==> src/rtl/mul16_seq_if.sv <==
// mul16_seq request/response bundle.
// master: start/a/b out, out/busy/done in; slave mirrors it.
interface mul16_seq_if;
  logic        start;
  logic [15:0] a;
  logic [15:0] b;
  logic [15:0] out;
  logic        busy;
  logic        done;

  modport master (
    output start, a, b,
    input  out, busy, done
  );

  modport slave (
    input  start, a, b,
    output out, busy, done
  );
endinterface

==> src/rtl/mul16_seq.sv <==
// Sequential 16x16 shift-and-add multiplier, low 16 bits kept.
// Ports: clk, reset (sync, active-high), bus (start/a/b in, out/busy/done out).
module add16 (
  input  logic [15:0] a_i,
  input  logic [15:0] b_i,
  output logic [15:0] sum_o
);
  // Carry out of bit 15 is dropped.
  assign sum_o = a_i + b_i;
endmodule

module mul16_seq #(
  parameter int EARLY_EXIT = 1
) (
  input  logic        clk,
  input  logic        reset,
  mul16_seq_if.slave  bus
);
  typedef enum logic [1:0] {
    S_IDLE,
    S_RUN,
    S_DONE
  } state_e;

  state_e      state_q;
  logic [15:0] mcand_q;
  logic [15:0] mreg_q;
  logic [15:0] acc_q;
  logic [15:0] out_q;
  logic [3:0]  count_q;
  logic        busy_q;
  logic        done_q;

  logic [15:0] sum;
  logic [15:0] acc_d;
  logic        last;

  add16 u_add (
    .a_i   (acc_q),
    .b_i   (mcand_q),
    .sum_o (sum)
  );

  assign acc_d = mreg_q[0] ? sum : acc_q;

  // Stop when all 16 steps are done, or early when
  // no multiplier bits remain after this step.
  assign last = (count_q == 4'd15) ||
                ((EARLY_EXIT != 0) &&
                 (mreg_q[15:1] == 15'd0));

  always_ff @(posedge clk) begin
    if (reset) begin
      state_q <= S_IDLE;
      mcand_q <= '0;
      mreg_q  <= '0;
      acc_q   <= '0;
      out_q   <= '0;
      count_q <= '0;
      busy_q  <= 1'b0;
      done_q  <= 1'b0;
    end else begin
      unique case (state_q)
        S_IDLE: begin
          if (bus.start) begin
            mcand_q <= bus.a;
            mreg_q  <= bus.b;
            acc_q   <= '0;
            count_q <= '0;
            busy_q  <= 1'b1;
            state_q <= S_RUN;
          end
        end
        S_RUN: begin
          acc_q   <= acc_d;
          mcand_q <= mcand_q << 1;
          mreg_q  <= mreg_q >> 1;
          count_q <= count_q + 4'd1;
          if (last) begin
            out_q   <= acc_d;
            busy_q  <= 1'b0;
            done_q  <= 1'b1;
            state_q <= S_DONE;
          end
        end
        S_DONE: begin
          done_q  <= 1'b0;
          state_q <= S_IDLE;
        end
        default: begin
          busy_q  <= 1'b0;
          done_q  <= 1'b0;
          state_q <= S_IDLE;
        end
      endcase
    end
  end

  assign bus.out  = out_q;
  assign bus.busy = busy_q;
  assign bus.done = done_q;
endmodule

==> src/flat_wrapper.sv <==
// flat-port wrapper written by rule: the top's interface ports become plain ports
module mul16_seq_flat 
#(
  parameter int EARLY_EXIT = 1
)
  (clk, reset, bus_start, bus_a, bus_b, bus_out, bus_busy, bus_done);
  mul16_seq_if bus_i ();
  input  logic clk;
  input  logic reset;
  input wire logic [$bits(bus_i.start)-1:0] bus_start;
  input wire logic [$bits(bus_i.a)-1:0] bus_a;
  input wire logic [$bits(bus_i.b)-1:0] bus_b;
  output wire logic [$bits(bus_i.out)-1:0] bus_out;
  output wire logic [$bits(bus_i.busy)-1:0] bus_busy;
  output wire logic [$bits(bus_i.done)-1:0] bus_done;
  assign bus_i.start = bus_start;
  assign bus_i.a = bus_a;
  assign bus_i.b = bus_b;
  assign bus_out = bus_i.out;
  assign bus_busy = bus_i.busy;
  assign bus_done = bus_i.done;
  mul16_seq #(.EARLY_EXIT(EARLY_EXIT)) u_core (.clk(clk), .reset(reset), .bus(bus_i));
endmodule
==> config.mk <==
export PLATFORM = sky130hd
export DESIGN_NAME = mul16_seq_flat
export DESIGN_NICKNAME = d
export VERILOG_FILES = /design/src/rtl/mul16_seq_if.sv /design/src/rtl/mul16_seq.sv /design/src/flat_wrapper.sv
export SDC_FILE = /design/constraint.sdc
export NUM_CORES = 1
export LEC_CHECK = 0
export ABC_AREA = 1
export CORE_MARGIN = 8
export CORE_UTILIZATION = 30
export CTS_BUF_LIST = sky130_fd_sc_hd__clkbuf_2
export DETAILED_ROUTE_END_ITERATION = 6
export SLEW_MARGIN = 10
export SYNTH_ARGS = -nofsm -noshare
export SYNTH_HDL_FRONTEND = slang
export SYNTH_HIERARCHICAL = 1
export SYNTH_SLANG_ARGS = --single-unit
==> constraint.sdc <==
create_clock -name clk -period 3 [get_ports clk]
set_input_delay 0.3 -clock clk [delete_from_list [all_inputs] [get_ports clk]]
set_output_delay 0.3 -clock clk [all_outputs]
set_load 0.01 [all_outputs]
==> results of run 1 <==
worst register-to-register path, stage by stage, from the launching register on:
cell and delay (ps):
dfxtp_1 380, ha_1 210, fa_1 420, nand2_1 90
nand2_1 70, and2_4 150, nand3_1 110, nand3_1 80
nand2_1 60, nand2_1 60, mux2i_1 180, nand3_1 100
nand2_1 90, nor2_1 40
power by group:
group / leakage [nW] / switching [mW] / internal [mW] / total, mW
logic: 1.53 / 0.249 / 0.173 / 0.422
clock network: 0.0594 / 0.346 / 0.114 / 0.460
registers: 0.586 / 0.0482 / 1.01 / 1.06
total: 2.18 / 0.643 / 1.30 / 1.94
synth_stat cells, types with 6 or more instances:
master	instances	share of area
nand2_2	11	0.017
nand2_1	186	0.17
nand3_1	31	0.038
mux2i_1	11	0.027
ha_1	16	0.049
clkbuf_1	6	0.0056
a21oi_1	51	0.063
a31oi_1	7	0.011
nor2_1	46	0.043
dfxtp_1	72	0.36
inv_1	67	0.062
buf_2	12	0.015
or2_1	6	0.0093
buf_4	7	0.013
xor2_1	6	0.013
o21ai_0	9	0.011
a22oi_1	13	0.024
kinds of logic (layout without fill, tap and decap cells):
| kind of cell | count (synthesis) | after routing | share of synthesized area |
|---|---|---|---|
| simple gates | 292 | 292 | 0.302 |
| buf+inv | 101 | 147 | 0.106 |
| compound gates | 94 | 94 | 0.138 |
| flops | 72 | 72 | 0.356 |
| fa+ha+maj | 17 | 17 | 0.0543 |
| mux | 11 | 11 | 0.0272 |
| xor+xnor | 8 | 8 | 0.0173 |
flip-flops by register name, indices dropped and copies added, names as in the netlist:
| name | flops |
|---|---|
| u_core/acc_q | 16 |
| u_core/bus.busy | 1 |
| u_core/bus.done | 1 |
| u_core/bus.out | 16 |
| u_core/count_q | 4 |
| u_core/mcand_q | 16 |
| u_core/mreg_q | 16 |
| u_core/state_q | 2 |
how the worst min path moves through the flow:
stage,slack [ps],cells after the start,to,startpoint
2_1_floorplan,450,1,u_core/count_q[0],u_core/count_q[0]
3_3_place_gp,460,2,u_core/bus.out[12],u_core/bus.out[12]
3_5_place_dp,470,2,u_core/bus.out[0],u_core/bus.out[0]
4_1_cts,250,3,u_core/mreg_q[15],bus_b[15]
5_1_grt,230,3,u_core/mreg_q[15],bus_b[15]
6_report,300,3,u_core/mreg_q[15],bus_b[15]
layer usage:
metal | vias to the layer above | track usage | share of wire | wire, µm
met3 | 10 | 0.0351 | 0.042 | 452
met5 | - | 0 | 0 | 0
met2 | 58 | 0.233 | 0.50 | 5320
met4 | 0 | 0.0379 | 0.0097 | 104
met1 | 1721 | 0.141 | 0.45 | 4800
li1 | 2002 | - | - | -
through the flow:
| stage | worst slack [ps] | instances | util | hold slack (ps) |
|---|---|---|---|---|
| finish | 868 | 817 | 0.361 | 301 |
| global route | 674 | 817 | 0.361 | 227 |
| CTS | 896 | 817 | 0.361 | 250 |
| detailed placement | 892 | 801 | 0.355 | 470 |
| global placement | 958 | 801 | 0.355 | 461 |
| floorplan | 1170 | 595 | - | 448 |
cell type report:
cell class | count | area (µm²) | share of cell area
well taps | 176 | 220 | 0.0461
multi-input cells | 422 | 2190 | 0.459
clock inverters | 4 | 21.3 | 0.00445
clock buffers | 12 | 60.1 | 0.0126
repair buffers | 59 | 573 | 0.120
inverters | 72 | 270 | 0.0565
flip-flops and latches | 72 | 1440 | 0.301
==> run_results.csv, run 1 <==
group,metric,value,unit
critical_path,path_delay_family,"simple AND/OR/NAND/NOR gates",
sta,min_period_over_period,0.711,
clocking,cts_tree,"built",
routing,routedWlPerCell,13.1,µm
critical_path,reg2reg_from,"u_core/mcand_q[0]",
logic_synthesis,async_flop_share,0,
floorplan,core,13200,µm²
critical_path,path_depth,13,
clocking,clk_pin_slew_worst_paths,210,ps
clocking,h-tree-depth,3,
clocking,clock-sinks,72,
routing,post_drt_via_cell_ratio,4.64,
sta,final.min_clock_period,2130,ps
critical_path,reg2reg_depth,13,
cells_and_area,layout.nets,688,
critical_path,start_kind,"register",
cells_and_area,final_area,4780,µm²
clocking,post_cts.repair.setup_buffers,0,
sta,finalMaxSlewViolations,0,
min_path,hp-class,"in2reg",
floorplan,design.portCount,53,
critical_path,path_common_cell,"nand2_1",
cells_and_area,drive_above_1_share,0.0764,
critical_path,r2r_end,"u_core/bus.out[12]",
pwr,leakagePower,2.18,nW
routing,dr.first_iter.drc_count,206,
logic_synthesis,ys_ff_latch,72,
grt,antenna_found_initial,0,
pwr,irDropWorstVdd,0.239,mV
clocking,cts_root_buf,"clkbuf_2",
sta,fin_skew,29.4,ps
clocking,cts_buffers,9,
pwr,power,1.94,mW
cells_and_area,antennaDiodeCount,0,
routing,dr.pass1.iters,4,
grt,grt_max_degree,41,
cells_and_area,final_cell_mix,"nand2_1, dfxtp_1, inv_1",
critical_path,crit_path_top_delay_cell,"fa_1",
cells_and_area,syn_to_final_growth,17.9,%
run_status,outcome,"finished, final reports clean",
logic_synthesis,synth_seq_area_share,0.356,
sta,hold_violations,0,
floorplan,core.rowCount,42,
critical_path,crit_fanout,3,
floorplan,die_h,132,µm
critical_path,startpoint,"u_core/mcand_q[0]",
critical_path,cp_cell_sequence,"ha_1 > fa_1 > nand2_1 > nand2_1 > and2_4 > nand3_1 > nand3_1 > nand2_1 > nand2_1 > mux2i_1 > nand3_1 > nand2_1 > nor2_1",
critical_path,worst-path-buf-inv,0,
place,port_buffers,52,
sta,rsz0062_at_grt,"false",
logic_synthesis,yosys_most_used_dff,"dfxtp_1",
sta,slew-limit-headroom,0.346,
floorplan,die_area,17500,µm²
clocking,cts-resized-gates,0,
logic_synthesis,synth_area,4050,µm²
logic_synthesis,yosys_warnings,6,
cells_and_area,layout_commonest_cell,"nand2_1",
flow_run,cap_violations,0,
pwr,powerDensity,406,nW/µm²
clocking,clk_path_buf_depth,2,
grt,overflow,0,
critical_path,critPathMaxStageDelay,420,ps
logic_synthesis,syn_inst,595,
sta,fin_setup_tns,0,ps
critical_path,reg2reg_slack,870,ps
grt,track_usage,0.128,
critical_path,worstPathArrival,2570,ps
clocking,cts_hold_buf,0,
sta,max_freq,469,MHz
sta,tightest_slew,980,ps
logic_synthesis,syn_nets,647,
routing,final_antenna_net_count,0,
critical_path,crit_end,"u_core/bus.out[12]",
logic_synthesis,synth_edf_count,0,
routing,via_count,3791,
place,place_area,4700,µm²
critical_path,required,3440,ps
grt,grt_pass1_wl,18700,µm
critical_path,crit_type,"reg2reg",
place,dp_hpwl,7860,µm
routing,routed_wl,10700,µm
floorplan,die_w,132,µm
floorplan,start_util,0.306,
logic_synthesis,avgSynthCellArea,6.81,µm²
sta,setup_violations,0,
critical_path,critPathCaptureType,"register",
grt,grt_pass1_vias,3976,
place,gp_congestion,0.863,
routing,drc,0,
logic_synthesis,yosysUniqueCellTypes,31,
cells_and_area,nFillCells,1512,
clocking,clock_latency,550,ps
(Power assumes the default switching activity.)
==> run 2: changes to the inputs <==
==> constraint.sdc (replaced) <==
create_clock -name clk -period 1.9 [get_ports clk]
set_input_delay 0.19 -clock clk [delete_from_list [all_inputs] [get_ports clk]]
set_output_delay 0.19 -clock clk [all_outputs]
set_load 0.01 [all_outputs]
==> run 2 against run 1 <==
  * The flow now finishes with violations (negative setup slack)
  * Power increased by 80%
  * Fmax increased by 7.9%
  * Routed wire length increased by 12%
  * Setup slack got worse by 940 ps
  * Utilization increased by 5.1 points
  * Non-clock buffer count increased by 41
  * Register-to-register slack got worse by 940 ps
==> run_results.csv, run 2 (synthesis gave the netlist of run 1 again) <==
group,metric,value,unit
sta,rsz0062_at_grt,"true",
routing,routedWlPerCell,14.0,µm
pwr,seqPwrFrac,0.478,
place,place_area,5010,µm²
pwr,comb_power_share,0.240,
sta,setup_violations,5,
cells_and_area,syn_to_final_growth,34.7,%
grt,overflow,0,
critical_path,worstPathArrival,2420,ps
run_status,violations,"negative setup slack",
floorplan,die_w,132,µm
grt,grt_pass1_vias,4330,
sta,fin_setup_tns,-198,ps
routing,via_count,4087,
cells_and_area,finish.utilization,0.412,
floorplan,core.rowCount,42,
place,dp_hpwl,8550,µm
grt,track_usage,0.137,
run_status,outcome,"finished, violations left",
routing,post_drt_via_cell_ratio,4.77,
grt,grt_max_degree,39,
place,placed_cells,834,
floorplan,design.portCount,53,
clocking,h-tree-depth,3,
grt,antenna_found_initial,0,
routing,final_antenna_net_count,0,
pwr,switching_share,0.311,
cells_and_area,nFillCells,1394,
clocking,clk_pin_slew_worst_paths,220,ps
routing,dr.first_iter.drc_count,169,
pwr,intPower,2.41,mW
critical_path,required,2350,ps
pwr,leakagePower,2.42,nW
sta,finalMaxSlewViolations,0,
cells_and_area,final_area,5460,µm²
cells_and_area,antennaDiodeCount,0,
clocking,clock-sinks,72,
cells_and_area,drive_above_1_share,0.210,
grt,grt_pass1_wl,19800,µm
pwr,irDropWorstVdd,0.378,mV
clocking,clock_latency,540,ps
cells_and_area,layout.nets,729,
place,port_buffers,52,
critical_path,cp_cell_sequence,"ha_1 > nand2_1 > inv_1 > a21oi_2 > nand2_2 > buf_4 > nand2_2 > nand2_1 > nand2_1 > nand2_1 > a21oi_1 > nand3_1 > nand2_1 > nor2_1",
sta,fin_skew,30.8,ps
critical_path,start_kind,"register",
floorplan,die_h,132,µm
floorplan,core,13200,µm²
pwr,clkPwrFrac,0.282,
floorplan,start_util,0.306,
routing,routed_wl,12000,µm
clocking,cts_buffers,9,
cells_and_area,final_cells,857,
critical_path,crit_fanout,3,
sta,slew-limit-headroom,0.707,
sta,min_period_over_period,1.04,
sta,tightest_slew,438,ps
critical_path,crit_path_top_delay_cell,"dfxtp_2",
critical_path,crit_type,"reg2reg",
sta,hold_violations,0,
clocking,cts_root_buf,"clkbuf_2",
min_path,hp-class,"in2reg",
clocking,cts_hold_buf,0,
floorplan,die_area,17500,µm²
place,place_ws,-95.2,ps
sta,max_freq,506,MHz
routing,dr.pass1.iters,4,
cells_and_area,final_cell_mix,"nand2_1, inv_1, dfxtp_1",
pwr,powerDensity,640,nW/µm²
critical_path,path_common_cell,"nand2_1",
place,gp_congestion,0.862,
clocking,cts_tree,"built",
sta,final.min_clock_period,1970,ps
sta,setup_ws,-74.9,ps
critical_path,critPathCaptureType,"register",
clocking,clk_path_buf_depth,2,
critical_path,critPathMaxStageDelay,370,ps
flow_run,cap_violations,0,
routing,drc,0,
cells_and_area,layout_commonest_cell,"nand2_1",
pwr,p_sw,1.09,mW
run 2: cell count changes in the layout (fill, tap and decap cells not counted), sizes merged:
cell    previous run  this run
bufinv             0         2
buf                7        48
clkbuf            12         9
run 2: area by class of cell:
type | instances | area (µm²) | share of cell area
clock buffer | 9 | 45.0 | 0.00825
clock inverter | 6 | 85.1 | 0.0156
inverter | 72 | 270 | 0.0495
multi-input combinational | 422 | 2430 | 0.444
sequential | 72 | 1470 | 0.269
tap | 176 | 220 | 0.0403
timing repair buffer | 100 | 947 | 0.173
run 2: metrics by stage:
| stage | hold slack (ps) | power [mW] |
|---|---|---|
| floorplan | 338 | 2.15 |
| CTS | 107 | 3.51 |
| finish | 180 | 3.49 |
| global route | 122 | 3.70 |
| detailed placement | 466 | 2.50 |
| global placement | 456 | 2.48 |
run 2: worst paths after layout:
check,startpoint,to,slack [ps],depth (start not counted)
max,u_core/acc_q[5],u_core/bus.out[15],-70,14
min,bus_b[15],u_core/mreg_q[15],180,3
max reg2reg,u_core/acc_q[5],u_core/bus.out[15],-70,14
min reg2reg,u_core/bus.done,u_core/bus.done,490,2
run 2: repair_timing:
item	CTS	global route
setup endpoints to repair	13	23
resized for setup	15	46
setup buffers	2	6
hold endpoints to repair	0	0
pin swaps	11	22
cloned	0	0
run 2: worst max-delay path: cells and delay by family, from the launching register on:
kind | cells | cell delay (ps)
flip-flops | 1 | 370
AND/OR/NAND/NOR | 9 | 620
adder cells (fa/ha/maj) | 1 | 320
AO/OA/AOI/OAI | 2 | 340
buffers and inverters | 2 | 220
run 2: power groups by stage:
stage          registers, mW  logic, mW  clock network, mW
4_1_cts                 1.66      0.813               1.03
3_3_place_gp            1.69      0.796                  0
2_1_floorplan           1.69      0.456                  0
3_5_place_dp            1.69      0.805                  0
6_report                1.67      0.838              0.986
5_1_grt                 1.68      0.930               1.09
run 2: layer usage:
metal | share of wire | global-route usage | vias up
li1 | - | - | 2074
met1 | 0.41 | 0.143 | 1909
met2 | 0.53 | 0.256 | 86
met3 | 0.047 | 0.0332 | 18
met4 | 0.010 | 0.0574 | 0
met5 | 0 | 0 | -
==> run 3: changes to the inputs <==
--- a/config.mk
+++ b/config.mk
@@ -10,6 +10,7 @@
 export CORE_UTILIZATION = 30
 export CTS_BUF_LIST = sky130_fd_sc_hd__clkbuf_2
 export DETAILED_ROUTE_END_ITERATION = 6
+export SETUP_SLACK_MARGIN = 0.5
 export SLEW_MARGIN = 10
 export SYNTH_ARGS = -nofsm -noshare
 export SYNTH_HDL_FRONTEND = slang
==> run 3 against run 2 <==
  * The run still ends with negative setup slack left
  * Clock power decreased by 28%
  * Utilization grew 0.32 points
  * Combinational power up 7.6%
  * Largest cell class unchanged
==> run_results.csv, run 3 (synthesis gave the netlist of run 1 again) <==
group,metric,value,unit
cells_and_area,layout.nets,719,
critical_path,reg2reg_depth,12,
place,dp_hpwl,8200,µm
routing,drc,0,
min_path,hp-class,"in2reg",
routing,via_count,3993,
pwr,switching_share,0.338,
clocking,clock-sinks,72,
routing,dr.pass1.iters,4,
pwr,irDropWorstVdd,0.411,mV
clocking,clk_path_buf_depth,2,
run_status,violations,"negative setup slack",
min_path,hold-path-endpoint,"u_core/mreg_q[15]",
clocking,cts_hold_buf,0,
clocking,cts_root_buf,"clkbuf_2",
sta,hold_violations,0,
grt,track_usage,0.133,
pwr,comb_power_share,0.275,
cells_and_area,antennaDiodeCount,0,
routing,dr.first_iter.drc_count,235,
sta,finalMaxSlewViolations,0,
pwr,powerDensity,597,nW/µm²
grt,grt_pass1_wl,19300,µm
sta,tightest_slew,347,ps
routing,final_antenna_net_count,0,
run_status,outcome,"finished, violations left",
critical_path,critPathMaxStageDelay,380,ps
critical_path,path_common_cell,"nand2_2",
clocking,cts_tree,"built",
floorplan,core,13200,µm²
min_path,whs_path_depth,3,
pwr,intPower,2.17,mW
routing,routed_wl,11900,µm
cells_and_area,final_cell_mix,"nand2_1, inv_1, nor2_1",
grt,grt_pass1_vias,4066,
floorplan,die_w,132,µm
sta,rsz0062_at_grt,"true",
critical_path,reg2reg_slack,-40,ps
critical_path,crit_path_top_delay_cell,"dfxtp_2",
clocking,cts_buffers,9,
flow_run,cap_violations,0,
floorplan,core.rowCount,42,
sta,setup_violations,4,
grt,grt_max_degree,34,
critical_path,start_kind,"register",
clocking,clock_latency,530,ps
sta,hold_ws,194,ps
pwr,p_sw,1.11,mW
floorplan,design.portCount,53,
pwr,clkPwrFrac,0.217,
cells_and_area,syn_to_final_growth,35.7,%
place,port_buffers,52,
grt,overflow,0,
cells_and_area,drive_above_1_share,0.291,
sta,final.min_clock_period,1940,ps
critical_path,critPathCaptureType,"register",
floorplan,die_h,132,µm
floorplan,start_util,0.306,
critical_path,cp_cell_sequence,"ha_4 > fa_2 > nand2_2 > nand2_2 > nand3b_1 > nand2_2 > nand2_2 > nand3_1 > nand2_1 > mux2i_1 > or2_1 > a21oi_1",
sta,setup_ws,-40.6,ps
critical_path,crit_type,"reg2reg",
critical_path,worstPathArrival,2410,ps
critical_path,required,2370,ps
sta,fin_skew,18.8,ps
pwr,power,3.29,mW
grt,antenna_found_initial,0,
min_path,hp-start,"bus_b[15]",
critical_path,crit_fanout,3,
critical_path,reg2reg_from,"u_core/mcand_q[0]",
sta,max_freq,515,MHz
place,gp_congestion,0.825,
routing,post_drt_via_cell_ratio,4.71,
clocking,h-tree-depth,3,
critical_path,r2r_end,"u_core/acc_q[10]",
sta,min_period_over_period,1.02,
clocking,clk_pin_slew_worst_paths,200,ps
routing,routedWlPerCell,14.1,µm
sta,slew-limit-headroom,0.768,
floorplan,die_area,17500,µm²
cells_and_area,layout_commonest_cell,"nand2_1",
pwr,seqPwrFrac,0.509,
pwr,leakagePower,2.42,nW
[run 3: cell types whose count changed in the layout (fill, tap and decap cells not counted), sizes merged]
cell,delta
clkdlybuf4s50,-18
buf,-11
clkdlybuf4s15,+6
bufinv,-2
clkbuf,+14
clkinv,+1
[run 3: layer usage]
metal,track usage,vias up,wire length [µm]
li1,-,2052,-
met4,0.0423,0,131
met2,0.240,77,6060
met3,0.0324,11,496
met5,0,-,0
met1,0.150,1853,5220
[run 3: worst max-delay path by stage]
stage | startpoint | endpoint | cells after the start
5_1_grt | u_core/mcand_q[0] | u_core/bus.out[10] | 14
2_1_floorplan | u_core/mcand_q[0] | u_core/acc_q[8] | 11
3_5_place_dp | u_core/acc_q[0] | u_core/acc_q[8] | 11
6_report | u_core/mcand_q[0] | u_core/acc_q[10] | 12
4_1_cts | u_core/mcand_q[0] | u_core/acc_q[8] | 11
3_3_place_gp | u_core/acc_q[0] | u_core/bus.out[14] | 14
[run 3: final cells by class]
class                           count  area, µm²
Fill cell                        1375       7740
Inverter                           72        275
Timing Repair Buffer               90        876
Clock inverter                      5       25.0
Tap cell                          176        220
Clock buffer                       10       50.0
Sequential cell                    72       1520
Multi-Input combinational cell    422       2540
[run 3: power by group through the flow]
stage / Clock [mW] / Sequential [mW] / Combinational [mW]
after global routing: 0.803 / 1.68 / 0.993
after CTS: 0.750 / 1.67 / 0.815
after global placement: 0 / 1.70 / 0.775
after detailed placement: 0 / 1.70 / 0.781
final: 0.712 / 1.67 / 0.902
after floorplan: 0 / 1.70 / 0.471
[run 3: timing repair]
action	in CTS	in global routing
hold endpoints to repair	0	0
cloned	0	2
resized for setup	84	75
buffers inserted	12	6
pin swaps	15	32
endpoints found under the setup margin	73	71
[run 3: critical path: cells and delay by family (launching register included)]
| family | cells | cell delay, ps |
|---|---|---|
| AND/OR/NAND/NOR | 8 | 780 |
| AO/OA/AOI/OAI | 1 | 120 |
| adder cells (fa/ha/maj) | 2 | 510 |
| flip-flops | 1 | 380 |
| multiplexers | 1 | 80 |
[run 3: stage by stage]
| step | area, µm² | setup slack (ps) | util | std cells | TNS (ps) |
|---|---|---|---|---|---|
| floorplan | 4180 | 129 | - | 595 | 0 |
| global placement | 4970 | 46.6 | 0.376 | 812 | 0 |
| detailed placement | 4970 | -12.0 | 0.376 | 812 | -12.0 |
| CTS | 5280 | 6.79 | 0.399 | 839 | 0 |
| global route | 5500 | -180 | 0.416 | 847 | -1380 |
| finish | 5500 | -40.6 | 0.416 | 847 | -80.5 |
